File: config.mk
export PLATFORM = sky130hd
export DESIGN_NAME = pwm_clock_divider_flat
export DESIGN_NICKNAME = d
export VERILOG_FILES = /design/src/rtl/pwm_pkg.sv /design/src/rtl/pwm_clock_divider_if.sv /design/src/rtl/pwm_clock_divider_shadow.sv /design/src/rtl/pwm_clock_divider.sv /design/src/flat_wrapper.sv
export SDC_FILE = /design/constraint.sdc
export NUM_CORES = 1
export LEC_CHECK = 0
export ABC_AREA = 1
export CELL_PAD_IN_SITES_DETAIL_PLACEMENT = 1
export CELL_PAD_IN_SITES_GLOBAL_PLACEMENT = 1
export CORE_ASPECT_RATIO = 1.1
export CORE_UTILIZATION = 34
export CTS_CLUSTER_DIAMETER = 40
export DETAILED_ROUTE_END_ITERATION = 8
export PLACE_DENSITY = 0.77
export SKIP_CTS_REPAIR_TIMING = 1
export SYNTH_ARGS = -nofsm -noshare
export SYNTH_HDL_FRONTEND = slang
export SYNTH_SLANG_ARGS = --single-unit
File: constraint.sdc
create_clock -name clk -period 1.7 [get_ports clk]
set_clock_uncertainty 0.15 [all_clocks]
set_input_delay 0.34 -clock clk [delete_from_list [all_inputs] [get_ports clk]]
set_output_delay 0.34 -clock clk [all_outputs]
set_load 0.02 [all_outputs]
File: src/rtl/pwm_pkg.sv
// Shared PWM definitions: default counter width, reset divisor
// and the count type reused by the PWM channel comparators.
package pwm_pkg;

    localparam int unsigned PWM_CNT_W       = 8;
    localparam int unsigned PWM_DIV_DEFAULT = 2;

    typedef logic [PWM_CNT_W-1:0] pwm_cnt_t;

endpackage

File: src/rtl/pwm_clock_divider_if.sv
// Control/status bundle of the PWM prescaler.
// The controller drives via master; the prescaler uses slave.
interface pwm_clock_divider_if
    import pwm_pkg::*;
#(
    parameter int unsigned CNT_W = PWM_CNT_W
);

    logic             enable;
    logic             div_load;
    logic [CNT_W-1:0] div_value;
    logic             div_busy;
    logic [CNT_W-1:0] div_active;
    logic [CNT_W-1:0] phase;
    logic             tick;
    logic             clk_div;

    modport master (
        output enable,
        output div_load,
        output div_value,
        input  div_busy,
        input  div_active,
        input  phase,
        input  tick,
        input  clk_div
    );

    modport slave (
        input  enable,
        input  div_load,
        input  div_value,
        output div_busy,
        output div_active,
        output phase,
        output tick,
        output clk_div
    );

endinterface

File: src/rtl/pwm_clock_divider_shadow.sv
// Divisor shadow register: holds a requested terminal count and
// moves it into the active count on a period boundary or when idle.
module div_shadow_reg
    import pwm_pkg::*;
#(
    parameter int unsigned CNT_W       = PWM_CNT_W,
    parameter int unsigned DIV_DEFAULT = PWM_DIV_DEFAULT
) (
    input  logic             clk,
    input  logic             reset,
    input  logic             load_i,
    input  logic [CNT_W-1:0] value_i,
    input  logic             apply_now_i,
    input  logic             terminal_i,
    output logic             busy_o,
    output logic [CNT_W-1:0] active_o,
    output logic             apply_o
);

    localparam logic [CNT_W-1:0] DefDiv = CNT_W'(DIV_DEFAULT);

    logic [CNT_W-1:0] shadow_q, shadow_d;
    logic [CNT_W-1:0] active_q, active_d;
    logic             busy_q, busy_d;

    // A fresh load always wins: the value applies at a boundary after it.
    assign apply_o = busy_q && !load_i && (terminal_i || apply_now_i);

    always_comb begin
        shadow_d = shadow_q;
        active_d = active_q;
        busy_d   = busy_q;
        if (apply_o) begin
            active_d = shadow_q;
            busy_d   = 1'b0;
        end
        if (load_i) begin
            shadow_d = value_i;
            busy_d   = 1'b1;
        end
    end

    always_ff @(posedge clk) begin
        if (reset) begin
            shadow_q <= DefDiv;
            active_q <= DefDiv;
            busy_q   <= 1'b0;
        end else begin
            shadow_q <= shadow_d;
            active_q <= active_d;
            busy_q   <= busy_d;
        end
    end

    assign busy_o   = busy_q;
    assign active_o = active_q;

endmodule

File: src/rtl/pwm_clock_divider.sv
// PWM prescaler: phase counter with runtime divisor, registered
// one-cycle tick and 50% divided clock.
module pwm_clock_divider
    import pwm_pkg::*;
#(
    parameter int unsigned CNT_W       = PWM_CNT_W,
    parameter int unsigned DIV_DEFAULT = PWM_DIV_DEFAULT
) (
    input logic                clk,
    input logic                reset,
    pwm_clock_divider_if.slave bus
);

    logic [CNT_W-1:0] phase_q, phase_d;
    logic             tick_q, tick_d;
    logic             clk_div_q, clk_div_d;
    logic [CNT_W-1:0] div_active;
    logic             div_busy;
    logic             apply;
    logic             terminal;

    assign terminal = bus.enable && (phase_q == div_active);

    div_shadow_reg #(
        .CNT_W       (CNT_W),
        .DIV_DEFAULT (DIV_DEFAULT)
    ) u_shadow (
        .clk         (clk),
        .reset       (reset),
        .load_i      (bus.div_load),
        .value_i     (bus.div_value),
        .apply_now_i (!bus.enable),
        .terminal_i  (terminal),
        .busy_o      (div_busy),
        .active_o    (div_active),
        .apply_o     (apply)
    );

    always_comb begin
        phase_d   = phase_q;
        tick_d    = 1'b0;
        clk_div_d = clk_div_q;
        if (bus.enable) begin
            phase_d   = terminal ? '0 : phase_q + 1'b1;
            tick_d    = terminal;
            clk_div_d = clk_div_q ^ terminal;
        end else if (apply) begin
            // Idle apply restarts the period phase-aligned.
            phase_d = '0;
        end
    end

    always_ff @(posedge clk) begin
        if (reset) begin
            phase_q   <= '0;
            tick_q    <= 1'b0;
            clk_div_q <= 1'b0;
        end else begin
            phase_q   <= phase_d;
            tick_q    <= tick_d;
            clk_div_q <= clk_div_d;
        end
    end

    assign bus.phase      = phase_q;
    assign bus.tick       = tick_q;
    assign bus.clk_div    = clk_div_q;
    assign bus.div_active = div_active;
    assign bus.div_busy   = div_busy;

endmodule

File: src/flat_wrapper.sv
// flat-port wrapper written by rule: the top's interface ports become plain ports
module pwm_clock_divider_flat import pwm_pkg::*;
#(
    parameter int unsigned CNT_W       = PWM_CNT_W,
    parameter int unsigned DIV_DEFAULT = PWM_DIV_DEFAULT
)
  (clk, reset, bus_enable, bus_div_load, bus_div_value, bus_div_busy, bus_div_active, bus_phase, bus_tick, bus_clk_div);
  pwm_clock_divider_if #(.CNT_W(CNT_W)) bus_i ();
  input logic clk;
  input logic reset;
  input wire logic [$bits(bus_i.enable)-1:0] bus_enable;
  input wire logic [$bits(bus_i.div_load)-1:0] bus_div_load;
  input wire logic [$bits(bus_i.div_value)-1:0] bus_div_value;
  output wire logic [$bits(bus_i.div_busy)-1:0] bus_div_busy;
  output wire logic [$bits(bus_i.div_active)-1:0] bus_div_active;
  output wire logic [$bits(bus_i.phase)-1:0] bus_phase;
  output wire logic [$bits(bus_i.tick)-1:0] bus_tick;
  output wire logic [$bits(bus_i.clk_div)-1:0] bus_clk_div;
  assign bus_i.enable = bus_enable;
  assign bus_i.div_load = bus_div_load;
  assign bus_i.div_value = bus_div_value;
  assign bus_div_busy = bus_i.div_busy;
  assign bus_div_active = bus_i.div_active;
  assign bus_phase = bus_i.phase;
  assign bus_tick = bus_i.tick;
  assign bus_clk_div = bus_i.clk_div;
  pwm_clock_divider #(.CNT_W(CNT_W), .DIV_DEFAULT(DIV_DEFAULT)) u_core (.clk(clk), .reset(reset), .bus(bus_i));
endmodule
==> results.toml, run 1 <==
[synthesis]
syn_nets = 181
yosysWarnings = 0
synth.area.mux_share = 0
yosysSeqAreaShare = 0.433
syn_area_um2 = 1250
synth-compound-area-share = 0.116
synth_top_family_by_area = "simple AND/OR/NAND/NOR gates"
synth_largest_type_area_fraction = 0.433
yosysTopAreaCell = "dfxtp_1"
synth_seq_cells = 27
synth_area_leaders = "dfxtp_1 43%, nand2_1 12%, inv_1 6.6%"
synth_cells = 168
synthAdderAreaFrac = 0.0100
synth_xor_area_frac = 0.0631
syn_avg_cell_area_um2 = 7.43
synth-simple-area-share = 0.283
synth_cell_types = 20

[cells_and_area]
nets = 223
n_fill_cell = 445
postLayoutCoreUtil = 0.517
drive_gt1_frac = 0.124
areaGrowthSynthToFinish_pct = 41.4
fin_cells = 257
multi_input_area_um2 = 594
seq_area_um2 = 547
antenna_cells = 0

[grt]
grt_pass1_vias = 1222
grt_pass1_wl_um = 5390
grt_max_degree = 17
overflow = 0
grt_antenna_before_repair = 0
grt.total_usage = 0.182

[placed_design]
place_hpwl_um = 2460
dp.cells = 252
gp_congestion = 0.772
io_buffers = 30

[detailed_routing]
firstDrtPassIters = 4
wl_um = 3130
drt-initial-drc-count = 38
routedWlPerCell_um = 12.2
vias = 1212
drc = 0
viasPerCell = 4.72
ant_nets = 0

[floorplanning]
rows = 22
core-area_um2 = 3410
initial_core_util = 0.366
dieArea_um2 = 3920
io_pins = 31
die_y_um = 65.6
fp.dieW_um = 59.8

[clock_tree]
cts_tree = "yes"
cts_root_buffer = "clkbuf_4"
htree_levels = 1
clock_path_buffers = 2
clk_pin_slew_worst_paths_ns = 0.14
cts.sinks = 27
clock_latency_ns = 0.33
numCtsBuffers = 3

[timing]
tightest_slew_ns = 0.258
max_slew_margin = 0.827
final-max-slew-violation-count = 0
period_share = 0.920
min_period_ns = 1.56
setup_viol = 0
hold_viol_final = 0
fmax_mhz = 639

[run_status]
status = "complete, no violations"

[setup_path]
cp_max_fo = 16
critPathTopFamily = "simple AND/OR/NAND/NOR gates"
end_kind = "flip-flop"
crit_top_cell = "nand2_1"
path_class = "reg -> reg"
worstPathArrival_ns = 1.66
slowest_delay_ns = 0.39
crit_chain = "inv_1 > nand2_1 > nand2_1 > nand2_1 > nor2_4 > nand2_4 > nand2_4 > buf_12 > nand3_1 > nand2_1 > nor2_1"
start_kind = "flip-flop"
slowest_stage = "dfxtp_4"
worst-path-buf-inv = 2
cp.required_ns = 1.80

[job]
cap_viol_max_count = 0

[power_and_ir_drop]
powerDensity_nw_per_um2 = 692
p_leak_nw = 1.02
peakVddDrop_mv = 0.373

[min_path]
hold_class = "reg -> reg"
[stage by stage]
| step | instance area (um2) | total power, mW | hold slack, ns | setup slack (ns) | TNS (ns) |
|---|---|---|---|---|---|
| after floorplan | 1250 | 0.841 | 0.259 | 0.0864 | 0 |
| after global placement | 1670 | 0.943 | 0.295 | -0.0512 | -0.185 |
| after detailed placement | 1670 | 0.954 | 0.303 | -0.155 | -0.706 |
| after CTS | 1700 | 1.23 | 0.321 | -0.258 | -3.40 |
| after global routing | 1770 | 1.29 | 0.343 | -0.00604 | -0.00913 |
| final | 1770 | 1.22 | 0.315 | 0.136 | 0 |
[worst min-delay path: cells and delay by family, from the launching register on]
| kind | cells | cell delay, ns |
|---|---|---|
| buffers and inverters | 1 | 0.06 |
| AO/OA/AOI/OAI | 1 | 0.06 |
| flip-flops | 1 | 0.32 |
[layout make-up]
cell class / instances / share of cell area
inverters: 22 / 0.0468
multi-input cells: 115 / 0.337
repair buffers: 41 / 0.258
flip-flops and latches: 27 / 0.310
well taps: 48 / 0.0340
clock buffers: 4 / 0.0149
[registers in the layout, indices dropped and copies added, names as in the netlist]
signal / flops
u_core.u_shadow.shadow_q: 8
u_core.bus.clk_div: 1
u_core.u_shadow.busy_o: 1
u_core.u_shadow.active_o: 8
u_core.bus.phase: 8
u_core.bus.tick: 1
[routing by layer]
metal  part of all wire  GRT usage  vias up
met5                  0          0        -
met4              0.017     0.0698        0
met3              0.032     0.0354        5
met2               0.53      0.319       19
met1               0.42      0.213      571
li1                   -          -      617
[cells by family after synthesis]
kind of cell	Yosys count
AO/OA/AOI/OAI	26
flip-flops	27
XOR/XNOR	9
buffers and inverters	26
adder cells (fa/ha/maj)	1
AND/OR/NAND/NOR	79
[Yosys cell counts]
cell and instances:
nor3_1 1, a21oi_1 15, xor2_1 6, nand3_1 16, a21oi_2 4, nor2_2 1, nor2_4 1, xnor2_1 3
nand2_2 1, buf_8 1, inv_1 22, nor2_1 14, ha_1 1, clkbuf_1 2, o21ai_0 7, dfxtp_1 27
nand2_4 2, clkbuf_8 1, nand2_1 40, nand4_1 3
[report_power, final]
| part | total (mW) | internal (mW) | leakage, nW | switching, mW |
|---|---|---|---|---|
| Combinational | 0.252 | 0.116 | 0.786 | 0.137 |
| Clock | 0.283 | 0.0923 | 0.0150 | 0.191 |
| Sequential | 0.687 | 0.663 | 0.223 | 0.0232 |
| Total | 1.22 | 0.871 | 1.02 | 0.350 |
[worst paths after layout]
| kind | end | cells after the start | start | slack [ns] |
|---|---|---|---|---|
| worst max-delay path | u_core.u_shadow.active_o[5]$_SDFFE_PP0P_ | 11 | u_core.bus.phase[0]$_SDFFE_PP0P_ | 0.14 |
| worst min-delay path | u_core.u_shadow.shadow_q[7]$_SDFFE_PP0P_ | 2 | u_core.u_shadow.shadow_q[7]$_SDFFE_PP0P_ | 0.32 |
| worst max register to register | u_core.u_shadow.active_o[5]$_SDFFE_PP0P_ | 11 | u_core.bus.phase[0]$_SDFFE_PP0P_ | 0.14 |
| worst min register to register | u_core.u_shadow.shadow_q[7]$_SDFFE_PP0P_ | 2 | u_core.u_shadow.shadow_q[7]$_SDFFE_PP0P_ | 0.32 |
[cells in the final DEF (no fill, tap or decap), types with 2 or more instances in the layout]
cell type and count:
inv_1 22, xnor2_1 3, buf_12 2, clkbuf_4 3, dlymetal6s2s_1 19, buf_4 9
o21ai_0 7, a21oi_2 4, nand2_4 2, a21oi_1 15, nor2_4 2, xor2_1 6
nand3_1 16, dfxtp_1 24, nand4_1 3, clkdlybuf4s50_1 11, nor2_1 14, dfxtp_2 2
nand2_1 40
Note: power is estimated with default switching activity, not from simulation.
==> run 2, diff against run 1 <==
SETUP_SLACK_MARGIN = 0.05   (was unset)
==> run 2 against run 1 <==
Cell count increased by 0.78%. Clock power about the same. Flip-flop and latch count unchanged. Hold slack about the same. Combinational power increased by 4%. Final area increased by 1.4%. Maximum frequency increased by 0.70%. Die area unchanged. Critical endpoint unchanged. Largest cell class unchanged. Highest routed layer unchanged.
==> results.toml, run 2 (synthesis results as in run 1) <==
[clock_tree]
cts_root_buffer = "clkbuf_4"
numCtsBuffers = 3
clock_latency_ns = 0.33
clock_path_buffers = 2
clk_pin_slew_worst_paths_ns = 0.14
cts.sinks = 27
htree_levels = 1
cts_tree = "yes"

[power_and_ir_drop]
peakVddDrop_mv = 0.373
powerDensity_nw_per_um2 = 688
p_leak_nw = 1.03

[setup_path]
rrSetupSlack_ns = 0.15
worstPathArrival_ns = 1.65
reg2reg_depth = 9
path_class = "reg -> reg"
start_kind = "flip-flop"
rr_endpoint = "u_core.u_shadow.active_o[5]$_SDFFE_PP0P_"
cp_max_fo = 16
end_kind = "flip-flop"
rr_startpoint = "u_core.u_shadow.active_o[3]$_SDFFE_PP0P_"
startpoint = "u_core.u_shadow.active_o[3]$_SDFFE_PP0P_"
cp.required_ns = 1.80
endpoint = "u_core.u_shadow.active_o[5]$_SDFFE_PP0P_"

[grt]
grt_pass1_wl_um = 5390
grt.total_usage = 0.182
grt_max_degree = 17
grt_antenna_before_repair = 0
grt_pass1_vias = 1222
overflow = 0

[detailed_routing]
routedWlPerCell_um = 12.1
wl_um = 3140
ant_nets = 0
vias = 1228
viasPerCell = 4.74
drc = 0
firstDrtPassIters = 4
drt-initial-drc-count = 35

[placed_design]
dp.cells = 252
gp_congestion = 0.772
place_hpwl_um = 2460
io_buffers = 30

[cells_and_area]
fin_cells = 259
antenna_cells = 0
final_cell_mix = "39 x nand2_1, 21 x inv_1, 21 x dfxtp_1"
nets = 225
n_fill_cell = 444
layout_commonest_cell = "nand2_1"
postLayoutCoreUtil = 0.525
areaGrowthSynthToFinish_pct = 43.4
drive_gt1_frac = 0.161

[floorplanning]
initial_core_util = 0.366
dieArea_um2 = 3920
rows = 22
core-area_um2 = 3410
fp.dieW_um = 59.8
io_pins = 31
die_y_um = 65.6

[run_status]
status = "complete, no violations"

[timing]
final-max-slew-violation-count = 0
fmax_mhz = 644
period_share = 0.914
min_period_ns = 1.55
whs_ns = 0.315
tightest_slew_ns = 0.257
tns_ns = 0
rsz0062_at_grt = "yes"
hold_viol_final = 0
setup_viol = 0
max_slew_margin = 0.827

[min_path]
hold_path_depth = 2
hold_class = "reg -> reg"

[job]
cap_viol_max_count = 0
-- run 2: how the worst min path moves through the flow --
stage,startpoint,end,slack (ns)
floorplan,reset,u_core.bus.clk_div$_SDFFE_PP0P_,0.26
global placement,u_core.u_shadow.shadow_q[3]$_SDFFE_PP0P_,u_core.u_shadow.shadow_q[3]$_SDFFE_PP0P_,0.29
detailed placement,u_core.u_shadow.shadow_q[7]$_SDFFE_PP0P_,u_core.u_shadow.shadow_q[7]$_SDFFE_PP0P_,0.30
CTS,u_core.u_shadow.shadow_q[7]$_SDFFE_PP0P_,u_core.u_shadow.shadow_q[7]$_SDFFE_PP0P_,0.32
global route,u_core.u_shadow.shadow_q[7]$_SDFFE_PP0P_,u_core.u_shadow.shadow_q[7]$_SDFFE_PP0P_,0.34
finish,u_core.u_shadow.shadow_q[7]$_SDFFE_PP0P_,u_core.u_shadow.shadow_q[7]$_SDFFE_PP0P_,0.32
-- run 2: per-layer routing --
layer,vias up,share of wire,track usage,routed length [um]
li1,622,-,-,-
met1,580,0.42,0.213,1330
met2,21,0.53,0.319,1660
met3,5,0.033,0.0354,104
met4,0,0.017,0.0698,53
met5,-,0,0,0
-- run 2: final cells by class --
type                            count  area, um2  area share
Timing Repair Buffer               43        470       0.263
Multi-Input combinational cell    115        601       0.335
Clock buffer                        4       26.3      0.0147
Inverter                           22       82.6      0.0461
Tap cell                           48       60.1      0.0335
Sequential cell                    27        551       0.307
-- run 2: critical path, stage by stage (launching register included) --
cell and delay [ns]:
dfxtp_1 0.42, xnor2_1 0.14, nand2_1 0.11, nor2_4 0.16
nand2_4 0.08, nand2_4 0.09, buf_12 0.14, nand3_1 0.07
nand2_1 0.07, nor2_1 0.04
-- run 2: metrics by stage --
stage / power [mW] / worst slack, ns / cell area (um2)
final: 1.23 / 0.147 / 1790
after global routing: 1.30 / 0.0239 / 1790
after CTS: 1.23 / -0.258 / 1700
after detailed placement: 0.954 / -0.155 / 1670
after global placement: 0.943 / -0.0512 / 1670
after floorplan: 0.841 / 0.0864 / 1250
-- run 2: where the power goes --
part	internal (mW)	switching (mW)
combinational	0.122	0.140
sequential	0.664	0.0225
clock	0.0923	0.191
total	0.878	0.354
==> run 3, diff against run 2 <==
GPL_ROUTABILITY_DRIVEN = 1   (was unset)
==> results of run 3 <==
The final DEF is identical to that of run 2; final timing and power are the same.
